===== src/rtl/bcd9999_scan_drv_if.sv =====
// Bundle between the BCD counter/scan driver and its environment.
// Modports: master (controller side), slave (the driver itself).
interface bcd9999_scan_drv_if;
  logic        en;
  logic        up_dn;
  logic        load;
  logic [15:0] load_val;
  logic [2:0]  sel;
  logic [7:0]  data1;
  logic [7:0]  data10;
  logic [7:0]  data100;
  logic [7:0]  data1000;
  logic [15:0] bcd;
  logic        carry;

  modport master (
    output en, up_dn, load, load_val,
    input  sel, data1, data10, data100, data1000, bcd, carry
  );

  modport slave (
    input  en, up_dn, load, load_val,
    output sel, data1, data10, data100, data1000, bcd, carry
  );
endinterface


===== src/rtl/bcd9999_scan_drv.sv =====
// 4-digit BCD up/down counter with seven-segment encoders and a 0..5 scan select.
// Optional LEADING_ZERO_BLANK_EN blanks leading zero digits (ones digit always shown).
module bcd9999_scan_drv #(
  parameter int TICK_DIV = 50000000,
  parameter int SCAN_DIV = 50000
) (
  input logic               clk,
  input logic               clr_n,
  bcd9999_scan_drv_if.slave bus
);
  localparam int TW = $clog2(TICK_DIV);
  localparam int SW = $clog2(SCAN_DIV);
  localparam logic [TW-1:0] TICK_LAST = TW'(TICK_DIV - 1);
  localparam logic [SW-1:0] SCAN_LAST = SW'(SCAN_DIV - 1);
  localparam logic [7:0]    SEG_ZERO  = 8'hC0;

  function automatic logic [7:0] seg_enc(input logic [3:0] d);
    case (d)
      4'd0:    return 8'hC0;
      4'd1:    return 8'hF9;
      4'd2:    return 8'hA4;
      4'd3:    return 8'hB0;
      4'd4:    return 8'h99;
      4'd5:    return 8'h92;
      4'd6:    return 8'h82;
      4'd7:    return 8'hF8;
      4'd8:    return 8'h80;
      4'd9:    return 8'h90;
      default: return 8'hFF;
    endcase
  endfunction

  function automatic logic [15:0] bcd_clamp(input logic [15:0] v);
    logic [15:0] r;
    r = v;
    for (int i = 0; i < 4; i++) begin
      if (v[i*4 +: 4] > 4'd9) r[i*4 +: 4] = 4'd9;
    end
    return r;
  endfunction

  // Ripple one BCD step; bit 16 is the wrap (9999->0000 or 0000->9999).
  function automatic logic [16:0] bcd_step(input logic [15:0] v, input logic up);
    logic [15:0] r;
    logic        c;
    logic [3:0]  d;
    r = v;
    c = 1'b1;
    for (int i = 0; i < 4; i++) begin
      d = v[i*4 +: 4];
      if (c) begin
        if (up) begin
          if (d == 4'd9) d = 4'd0;
          else begin
            d = d + 4'd1;
            c = 1'b0;
          end
        end else begin
          if (d == 4'd0) d = 4'd9;
          else begin
            d = d - 4'd1;
            c = 1'b0;
          end
        end
      end
      r[i*4 +: 4] = d;
    end
    return {c, r};
  endfunction

  logic [TW-1:0]       presc_q, presc_d;
  logic [SW-1:0]       scan_q, scan_d;
  logic [2:0]          sel_q, sel_d;
  logic [15:0]         bcd_q, bcd_d;
  logic                carry_q, carry_d;
  logic [3:0][7:0]     seg_q, seg_d;
  logic                tick;
  logic                scan_wrap;
  logic [16:0]         step;
  logic [3:1]          blank;

  always_comb begin
    tick    = (presc_q == TICK_LAST);
    step    = bcd_step(bcd_q, bus.up_dn);
    presc_d = tick ? '0 : presc_q + TW'(1);
    bcd_d   = bcd_q;
    carry_d = 1'b0;
    // Load beats a coincident tick and restarts the prescaler phase.
    if (bus.load) begin
      bcd_d   = bcd_clamp(bus.load_val);
      presc_d = '0;
    end else if (tick && bus.en) begin
      bcd_d   = step[15:0];
      carry_d = step[16];
    end

    scan_wrap = (scan_q == SCAN_LAST);
    scan_d    = scan_wrap ? '0 : scan_q + SW'(1);
    sel_d     = sel_q;
    if (scan_wrap) sel_d = (sel_q == 3'd5) ? 3'd0 : sel_q + 3'd1;

`ifdef LEADING_ZERO_BLANK_EN
    blank[3] = (bcd_q[15:12] == 4'd0);
    blank[2] = blank[3] && (bcd_q[11:8] == 4'd0);
    blank[1] = blank[2] && (bcd_q[7:4] == 4'd0);
`else
    blank = 3'b000;
`endif
    seg_d[0] = seg_enc(bcd_q[3:0]);
    for (int i = 1; i < 4; i++) begin
      seg_d[i] = blank[i] ? 8'hFF : seg_enc(bcd_q[i*4 +: 4]);
    end
  end

  always_ff @(posedge clk) begin
    if (!clr_n) begin
      presc_q <= '0;
      scan_q  <= '0;
      sel_q   <= 3'd0;
      bcd_q   <= 16'h0000;
      carry_q <= 1'b0;
      seg_q   <= {4{SEG_ZERO}};
    end else begin
      presc_q <= presc_d;
      scan_q  <= scan_d;
      sel_q   <= sel_d;
      bcd_q   <= bcd_d;
      carry_q <= carry_d;
      seg_q   <= seg_d;
    end
  end

  assign bus.sel      = sel_q;
  assign bus.bcd      = bcd_q;
  assign bus.carry    = carry_q;
  assign bus.data1    = seg_q[0];
  assign bus.data10   = seg_q[1];
  assign bus.data100  = seg_q[2];
  assign bus.data1000 = seg_q[3];
endmodule


===== src/flat_wrapper.sv =====
// flat-port wrapper written by rule: the top's interface ports become plain ports
module bcd9999_scan_drv_flat 
#(
  parameter int TICK_DIV = 50000000,
  parameter int SCAN_DIV = 50000
)
  (clk, clr_n, bus_en, bus_up_dn, bus_load, bus_load_val, bus_sel, bus_data1, bus_data10, bus_data100, bus_data1000, bus_bcd, bus_carry);
  bcd9999_scan_drv_if bus_i ();
  input logic clk;
  input logic clr_n;
  input wire logic [$bits(bus_i.en)-1:0] bus_en;
  input wire logic [$bits(bus_i.up_dn)-1:0] bus_up_dn;
  input wire logic [$bits(bus_i.load)-1:0] bus_load;
  input wire logic [$bits(bus_i.load_val)-1:0] bus_load_val;
  output wire logic [$bits(bus_i.sel)-1:0] bus_sel;
  output wire logic [$bits(bus_i.data1)-1:0] bus_data1;
  output wire logic [$bits(bus_i.data10)-1:0] bus_data10;
  output wire logic [$bits(bus_i.data100)-1:0] bus_data100;
  output wire logic [$bits(bus_i.data1000)-1:0] bus_data1000;
  output wire logic [$bits(bus_i.bcd)-1:0] bus_bcd;
  output wire logic [$bits(bus_i.carry)-1:0] bus_carry;
  assign bus_i.en = bus_en;
  assign bus_i.up_dn = bus_up_dn;
  assign bus_i.load = bus_load;
  assign bus_i.load_val = bus_load_val;
  assign bus_sel = bus_i.sel;
  assign bus_data1 = bus_i.data1;
  assign bus_data10 = bus_i.data10;
  assign bus_data100 = bus_i.data100;
  assign bus_data1000 = bus_i.data1000;
  assign bus_bcd = bus_i.bcd;
  assign bus_carry = bus_i.carry;
  bcd9999_scan_drv #(.TICK_DIV(TICK_DIV), .SCAN_DIV(SCAN_DIV)) u_core (.clk(clk), .clr_n(clr_n), .bus(bus_i));
endmodule

===== config.mk =====
export PLATFORM = sky130hd
export DESIGN_NAME = bcd9999_scan_drv_flat
export DESIGN_NICKNAME = d
export VERILOG_FILES = /design/src/rtl/bcd9999_scan_drv_if.sv /design/src/rtl/bcd9999_scan_drv.sv /design/src/flat_wrapper.sv
export SDC_FILE = /design/constraint.sdc
export NUM_CORES = 1
export LEC_CHECK = 0
export BUFFER_PORTS_ARGS = -buffer_cell sky130_fd_sc_hd__buf_2
export CORE_MARGIN = 5
export CORE_UTILIZATION = 40
export CTS_CLUSTER_DIAMETER = 150
export DETAILED_ROUTE_END_ITERATION = 10
export GPL_TIMING_DRIVEN = 0
export PLACE_DENSITY = 0.56
export SETUP_SLACK_MARGIN = 0.3
export SYNTH_ARGS = -nofsm -noshare
export SYNTH_HDL_FRONTEND = slang
export SYNTH_SLANG_ARGS = --single-unit

===== constraint.sdc =====
create_clock -name clk -period 2.6 [get_ports clk]
set_clock_uncertainty 0.1 [all_clocks]
set_input_delay 0.39 -clock clk [delete_from_list [all_inputs] [get_ports clk]]
set_output_delay 0.39 -clock clk [all_outputs]
set_load 0.1 [all_outputs]

# Yosys cells after proc, flatten, opt, wreduce, memory -nomap -nowiden
# Memory sizes are Yosys's and may differ from the RTL's. A register that Yosys moved wholly into a read port is not among the register bits.
# Index checks and enable logic that the tools add are counted.
# word_totals
in_bits	21
regBits	94
mem_count	4
rom_bits	448
elab_cells	96
out_inout_bits	52
# classes
add_sub_neg	11
mux	36
reduce_logical	19
magnitude_cmp	4
n_eq_ne	7
bitwise	3
# memory_table
memory	depth	word_bits	read_ports	rd_ports_with_merged_regs	wr	line_no	rtl
(name not given)	16	7	1	1	0	bcd9999_scan_drv.sv:18	case (d)
(name not given)	16	7	1	1	0	bcd9999_scan_drv.sv:18	
(name not given)	16	7	1	1	0	bcd9999_scan_drv.sv:18	
(name not given)	16	7	1	1	0	bcd9999_scan_drv.sv:18	
# op_table
op	count
$mux 4	19
$mux 16	2
$add 26x1->26 const B	1
$eq 26x26->1 const B	1
$add 16x1->16 const B	1
$add 4x1->4 const B	4
$eq 16x16->1 const B	1
$eq 4x4->1 const B	4
$gt 4x4->1 const B	4
$logic_not 4->1	4
$sub 4x1->4 const B	4
$mux 1	14
$reduce_bool 2->1	4
$reduce_and 2->1	3
$logic_not 1->1	4
$reduce_or 4->1	1
$add 3x1->3 const B	1
$eq 3x3->1 const B	1
$mux 3	1
$not 1->1	3
$reduce_or 3->1	1
$reduce_or 2->1	1
$logic_and 1x1->1	1

# Logic depth before layout (Yosys ltp)
# Gate-level depths: netlist (run 1).
# depth
word_depth	8
ltp_mapped	9
depth_no_buf	8

# Least setup slack after synthesis (run 1)
# Ideal clock, no wire load.
# synth_path
path_type	flip-flop to flip-flop
start	register u_core.bcd_q[1] (netlist: u_core.bus.bcd[1])
end	register u_core.bcd_q[14] (netlist: u_core.bus.bcd[14])
setup_time_ns	0.116
required_ns	2.384
stages_incl_launch_ff	8
n_path_buf	0
setup_slack_ns	-0.214
period_less_slack_ns	2.814
arrival_time_ns	2.597
cell_sequence	dfxtp_1 > inv_1 > ha_1 > or4b_4 > o32ai_4 > nand4_4 > o21bai_1 > a41o_1
# synth_between
elab_chain_len	7
elab_cells_between_ends	9
classes_between	eq/ne (1); mux (5); reduce/logical (3)
# synth_rtl
item	line_no	rtl
from (decl)	bcd9999_scan_drv.sv:74	logic [15:0] bcd_q, bcd_d;
from (signal assigned)	bcd9999_scan_drv.sv:120	bcd_q <= 16'h0000;
from (signal assigned)	bcd9999_scan_drv.sv:127	bcd_q <= bcd_d;
$eq 4x4->1 / $logic_not 4->1 (equally long branches)	bcd9999_scan_drv.sv:53, bcd9999_scan_drv.sv:59	
$mux 1, on equally long branches	bcd9999_scan_drv.sv:53, bcd9999_scan_drv.sv:59	
$mux 1 *	bcd9999_scan_drv.sv:52	if (up) begin
$mux 1 * (2 in series)	bcd9999_scan_drv.sv:51	if (c) begin
$reduce_bool 2->1 (no line) *	-	
$reduce_and 2->1 (no line) *	-	
# Every way passes the cells marked *; elsewhere a longest branch is shown, timed or not.
# A chain may end at the register's enable or synchronous reset.

# Worst setup path in the final report (run 1)
# layout_path
start	register u_core.bcd_q[9] (netlist: u_core.bus.bcd[9])
end	register u_core.bcd_q[14] (netlist: u_core.bus.bcd[14])
# layout_between
elab_chain_len	6
elab_cells_between_ends	8
classes_between	eq/ne (1); mux (4); reduce/logical (3)
# layout_rtl
item	line_no
$eq 4x4->1 / $logic_not 4->1 (equally long branches)	bcd9999_scan_drv.sv:53, bcd9999_scan_drv.sv:59
$mux 1, on equally long branches	bcd9999_scan_drv.sv:53, bcd9999_scan_drv.sv:59
$mux 1 *	bcd9999_scan_drv.sv:52
$mux 1 *	bcd9999_scan_drv.sv:51
$reduce_bool 2->1 (no line) *	-
$reduce_and 2->1 (no line) *	-
# Marks and branches as above.

==> reports/metrics.csv, run 1 <==
metric,value,unit
synth_top_cell_by_area,dfxtp_1,
ys_seq_elements,90,
whs_path_depth,3,
status,completed,
areaGrowthSynthToFinish,20.34,%
hold_viol_final,0,
worst-path-max-fanout,8,
drt-initial-drc-count,374,
synth_edf_count,0,
drive_above_1_share,0.1958,
netlist_area,4984,µm²
design_area,5997,µm²
rr_startpoint,u_core.bus.bcd[9],
setup_violations,0,
setup.worst_path.class,reg2reg,
pwr-share-seq,0.402,
clock_sinks,90,
cp.arrival,2.39,ns
post_drt_wl_per_cell,16.05,µm
cpLargestDelayFamily,simple AND/OR/NAND/NOR gates,
grt_overflow_total,0,
grt_pass1_wl,22670,µm
clock.fmax,444.7,MHz
cts_tree,built,
wl,14100,µm
clkPwrFrac,0.336,
cts_inserted_buffers,9,
min_period_over_period,0.8649,
combPwrFrac,0.262,
powerDensity,617.7,nW/µm²
intPower,2.350,mW
grt_max_degree,16,
holdWs,0.2312,ns
crit_slowest_cell,or3b_2,
num_io_pins,73,
syn_avg_cell_area,8.077,µm²
leakagePower,2.323,nW
dp_hpwl,10290,µm
root_buffer,clkbuf_16,
cts_max_level,3,
final_antenna_net_count,0,
placed_cells,854,
cp-end-kind,register,
grt_pass1_vias,4553,
ff2ff_setup_slack,0.35,ns
cp.required,2.74,ns
min_period,2.249,ns
switching_power,1.355,mW
nNetsFinal,748,
grt.total_usage,0.1916,
critical_path.cell_chain,"clkbuf_4, inv_2, ha_4, or3b_2, a21oi_2, nand4_4, o21bai_1, a41o_1",
die_w,121.6,µm
drtPass1Iterations,5,
place.gp.congestion,0.9091,
peakVddDrop,0.4349,mV
start_kind,register,
synth_top_area_frac,0.3615,
holdBufCountCts,0,
synthDistinctLibCells,61,
num_rows,40,
syn_inst,617,
design.die.area,14790,µm²
synthFlopType,dfxtp_1,
max-cap-violations,0,
viasPerCell,5.476,
portBuffers,66,
post-route-util,0.4951,
rsz0062_at_grt,yes,
yosysSeqAreaShare,0.3615,
r2r_cells,8,
setup_tns,0,ns
core,12110,µm²
ys_async_sr_fraction,0,
ys_warn_count,0,
die_height,121.6,µm
min-delay-path-class,in2reg,
worstHoldStart,bus_load_val[13],
drc,0,
cp_slowest_stage_delay,0.47,ns
yosys-top-cells-area,"dfxtp_1 (36%), nor2_1 (5.6%), ha_1 (5.5%), nand2_1 (4.2%), xor2_1 (4.0%)",
clk_latency,0.35,ns
tightest_slew,0.7371,ns
clk_path_buf_depth,2,
stdcell_count,878,
num_vias,4808,
r2r-end,u_core.bus.bcd[14],
slew_headroom,0.5086,
crit_buf_inv,2,
antenna_found_initial,0,
worstHoldEndpoint,u_core.bus.bcd[13],
path_clk_slew,0.07,ns
dpl_cell_area,5569,µm²
initial_core_util,0.4115,
antenna_cells,0,
slew_violations,0,
p_sw_frac,0.3658,
## cells in the final DEF, fill, tap and decap left out, types with 4 or more instances in the layout
| cell type | instances |
|---|---|
| nand3b_1 | 4 |
| mux2i_1 | 8 |
| conb_1 | 4 |
| nand3_1 | 34 |
| a211oi_1 | 4 |
| buf_2 | 68 |
| nor3_1 | 10 |
| a21o_1 | 5 |
| nor2_1 | 74 |
| o21a_1 | 4 |
| a21oi_1 | 23 |
| dfxtp_4 | 4 |
| clkbuf_1 | 25 |
| xor2_1 | 23 |
| xnor2_1 | 16 |
| and3_1 | 9 |
| clkbuf_16 | 9 |
| buf_4 | 11 |
| o22ai_1 | 5 |
| o21ai_0 | 38 |
| or3_1 | 7 |
| o211ai_1 | 6 |
| nand2b_1 | 5 |
| nor2b_1 | 6 |
| a31oi_1 | 10 |
| dfxtp_2 | 8 |
| and2_1 | 7 |
| ha_1 | 19 |
| dfxtp_1 | 78 |
| nand2_1 | 56 |
| inv_1 | 20 |
| clkbuf_2 | 4 |
| nand4_1 | 16 |
| nor4_1 | 6 |
| a21boi_0 | 8 |
## area by class of cell
cell class / instances / area (µm²)
Sequential cell: 90 / 1827
Buffer: 36 / 168.9
Multi-Input combinational cell: 469 / 3008
Clock buffer: 11 / 242.7
Inverter: 25 / 98.84
Timing Repair Buffer: 74 / 402.9
Fill cell: 1230 / 6115
Clock inverter: 5 / 38.79
Tap cell: 168 / 210.2
## power groups by stage
stage / clock (mW) / sequential [mW] / combinational [mW]
CTS: 1.29 / 1.49 / 0.953
detailed placement: 0 / 1.52 / 0.940
global route: 1.34 / 1.49 / 1.03
finish: 1.25 / 1.49 / 0.971
global placement: 0 / 1.52 / 0.937
floorplan: 0 / 1.92 / 0.355
## logic make-up (layout without fill, tap and decap cells)
group	count (synthesis)	after routing	synth area share
other	1	4	0.0007525
AND/OR/NAND/NOR	258	258	0.2646
flip-flops	90	90	0.3615
XOR/XNOR	39	39	0.06854
multiplexers	8	8	0.01607
buffers and inverters	61	151	0.05097
AO/OA/AOI/OAI	138	138	0.1823
adder cells (fa/ha/maj)	22	22	0.05523
## metal layers
layer	GRT usage	vias to the layer above	routed length [µm]
li1	-	2365	-
met1	0.2389	2267	6268
met2	0.3209	148	6787
met3	0.04225	28	765
met4	0.07703	0	274
met5	0	-	0
## worst register-to-register path: stages, from the launching register on
cell	delay, ns
dfxtp_4	0.35
clkbuf_4	0.17
inv_2	0.09
ha_4	0.15
or3b_2	0.47
a21oi_2	0.20
nand4_4	0.16
o21bai_1	0.20
a41o_1	0.24
## how the worst max path moves through the flow
stage	slack (ns)	cells after the start	from	end
after global placement	-0.1	7	bus_up_dn	u_core.bus.bcd[9]
after floorplan	0.22	7	u_core.bus.bcd[14]	u_core.bus.bcd[14]
final	0.35	8	u_core.bus.bcd[9]	u_core.bus.bcd[14]
after CTS	0.30	8	u_core.bus.bcd[9]	u_core.bus.bcd[14]
after detailed placement	-0.13	7	bus_up_dn	u_core.bus.bcd[9]
after global routing	0.28	8	u_core.bus.bcd[9]	u_core.bus.bcd[14]
## repair_timing
action                                  in CTS  in global routing
pin swaps                                    4                  4
endpoints found under the setup margin      27                 30
buffers inserted                             3                  5
resized for setup                            8                 14
## synth_stat cells, types with 3 or more instances
library cell / count
a21oi_1: 24
nor4b_1: 6
o221ai_1: 3
nor2_1: 74
nand4_1: 16
o211ai_1: 6
a211oi_1: 4
a41o_1: 3
inv_1: 23
nand3_1: 34
a21boi_0: 8
and3_1: 9
nand2b_1: 5
o31ai_1: 3
nor3_1: 11
mux2i_1: 8
dfxtp_1: 90
xor2_1: 23
o21ai_1: 3
o21a_1: 4
clkbuf_1: 29
o21ai_0: 38
nand3b_1: 4
and4_1: 3
nor2b_1: 6
ha_1: 22
nor4_1: 7
nand2_1: 56
and2_1: 7
buf_4: 4
o311ai_0: 3
or3_1: 7
a31oi_1: 11
o22ai_1: 5
xnor2_1: 16
a21o_1: 5
## state kept, by name, indices dropped and copies added, names as in the netlist
register,count
u_core.bus.sel,3
u_core.bus.carry,1
u_core.bus.data1,7
u_core.bus.data1000,7
u_core.presc_q,26
u_core.bus.data10,7
u_core.bus.bcd,16
u_core.bus.data100,7
u_core.scan_q,16
## through the flow
stage | worst slack, ns | power, mW
after floorplan | 0.2172 | 2.273
after CTS | 0.3013 | 3.728
after global placement | -0.09891 | 2.452
after detailed placement | -0.1279 | 2.458
final | 0.3513 | 3.704
after global routing | 0.2838 | 3.866
Note: power is estimated with default switching activity, not from simulation.
==> run 2: changes to the inputs <==
==> constraint.sdc (replaced) <==
create_clock -name clk -period 2.8 [get_ports clk]
set_clock_uncertainty 0.1 [all_clocks]
set_input_delay 0.42 -clock clk [delete_from_list [all_inputs] [get_ports clk]]
set_output_delay 0.42 -clock clk [all_outputs]
set_load 0.1 [all_outputs]
==> run 2 against run 1 <==
Fmax shrank 6.6%; wire length shrank 2.9%; power shrank 1.0%; highest routed layer unchanged; die area is the same; hold slack gained 0.022 ns; final area shrank 0.69%; largest cell class unchanged; sequential power shrank 7%.
==> reports/metrics.csv, run 2 (synthesis results as in run 1) <==
metric,value,unit
status,completed,
portBuffers,66,
leakagePower,2.308,nW
final_cell_mix,"dfxtp_1 (82), nor2_1 (74), buf_2 (68)",
clock_sinks,90,
final.setup.worst_slack,0.3933,ns
clock.fmax,415.5,MHz
hold_viol_final,0,
min_period_over_period,0.8595,
dp_hpwl,10200,µm
initial_core_util,0.4115,
whs_path_depth,3,
clk_latency,0.35,ns
core,12110,µm²
grt.total_usage,0.1894,
dpl_cell_area,5545,µm²
drc,0,
cp-end-kind,register,
num_rows,40,
cpLargestDelayFamily,compound AO/OA/AOI/OAI gates,
largest_register_ffs,26,
die_w,121.6,µm
slew_headroom,0.5206,
cp.depth,7,
drt-initial-drc-count,358,
cts_max_level,3,
num_io_pins,73,
grt_max_degree,16,
layout_commonest_cell,dfxtp_1,
clk_path_buf_depth,2,
grt_overflow_total,0,
place.gp.congestion,0.8954,
holdBufCountCts,0,
cts_inserted_buffers,9,
crit_buf_inv,1,
wl,13680,µm
max-cap-violations,0,
setup.worst_path.class,reg2reg,
antenna_found_initial,0,
setup_violations,0,
cp.required,2.94,ns
grt_pass1_vias,4566,
root_buffer,clkbuf_16,
tightest_slew,0.7125,ns
pre_cts_slack,0.1171,ns
final_antenna_net_count,0,
antenna_cells,0,
holdWs,0.2535,ns
critical_path.cell_chain,"inv_2, ha_4, or4b_4, o32ai_4, nand4_4, o21bai_1, a41o_1",
r2r_cells,7,
design.die.area,14790,µm²
path_clk_slew,0.07,ns
min-delay-path-class,in2reg,
worst-path-max-fanout,10,
design_area,5956,µm²
die_height,121.6,µm
min_period,2.407,ns
nNetsFinal,743,
drtPass1Iterations,5,
cts_tree,built,
rsz0062_at_grt,yes,
powerDensity,615.6,nW/µm²
crit_slowest_cell,or4b_4,
grt_pass1_wl,22380,µm
peakVddDrop,0.2895,mV
start_kind,register,
slew_violations,0,
top_register,u_core.presc_q,
viasPerCell,5.440,
num_vias,4749,
drive_above_1_share,0.1730,
cp_slowest_stage_delay,0.52,ns
cp.arrival,2.54,ns
post_drt_wl_per_cell,15.67,µm
areaGrowthSynthToFinish,19.51,%
setup_tns,0,ns
## run 2: cell count changes in the layout (fill, tap and decap cells not counted), sizes merged
cell / previous run / this run
buf: 81 / 76
clkbuf: 40 / 39
bufinv: 0 / 3
clkinvlp: 1 / 2
clkinv: 3 / 0
## run 2: stage by stage
step,utilization,std cells,total power [mW]
finish,0.4917,873,3.666
global route,0.4917,873,3.821
CTS,0.4877,870,3.696
floorplan,-,620,2.109
global placement,0.4579,854,2.276
detailed placement,0.4579,854,2.280
## run 2: worst paths after layout
kind | endpoint | slack (ns) | startpoint
worst max register to register | u_core.bus.bcd[14] | 0.39 | u_core.bus.bcd[1]
worst max-delay path | u_core.bus.bcd[14] | 0.39 | u_core.bus.bcd[1]
worst min-delay path | u_core.bus.bcd[13] | 0.25 | bus_load_val[13]
worst min register to register | u_core.presc_q[0] | 0.37 | u_core.presc_q[0]
## run 2: power by group
part | total (mW) | internal [mW] | switching [mW]
Sequential | 1.38 | 1.34 | 0.0415
Combinational | 0.888 | 0.203 | 0.685
Clock | 1.40 | 0.875 | 0.522
## run 2: layout make-up
class | count | area (µm²)
Fill cell | 1229 | 6156
Multi-Input combinational cell | 469 | 2980
Sequential cell | 90 | 1812
Timing Repair Buffer | 69 | 352.8
Clock buffer | 10 | 229.0
Tap cell | 168 | 210.2
Buffer | 36 | 163.9
Clock inverter | 6 | 113.9
Inverter | 25 | 93.84
## run 2: timing repair
item	4_1_cts	5_1_grt
gates resized for setup	4	12
endpoints found under the setup margin	3	27
pin swaps	0	2
setup buffers	0	3
## run 2: worst min-delay path, cell delays in order
cell and delay [ns]:
buf_2 0.10, nand4b_1 0.08, nand3_1 0.07
## run 2: routing by layer
layer,part of all wire,global-route usage,vias up,wire length (µm)
met5,0,0,-,0
li1,-,-,2353,-
met4,0.030,0.09874,0,410
met3,0.067,0.03760,32,911
met1,0.43,0.2355,2230,5856
met2,0.48,0.3098,134,6504
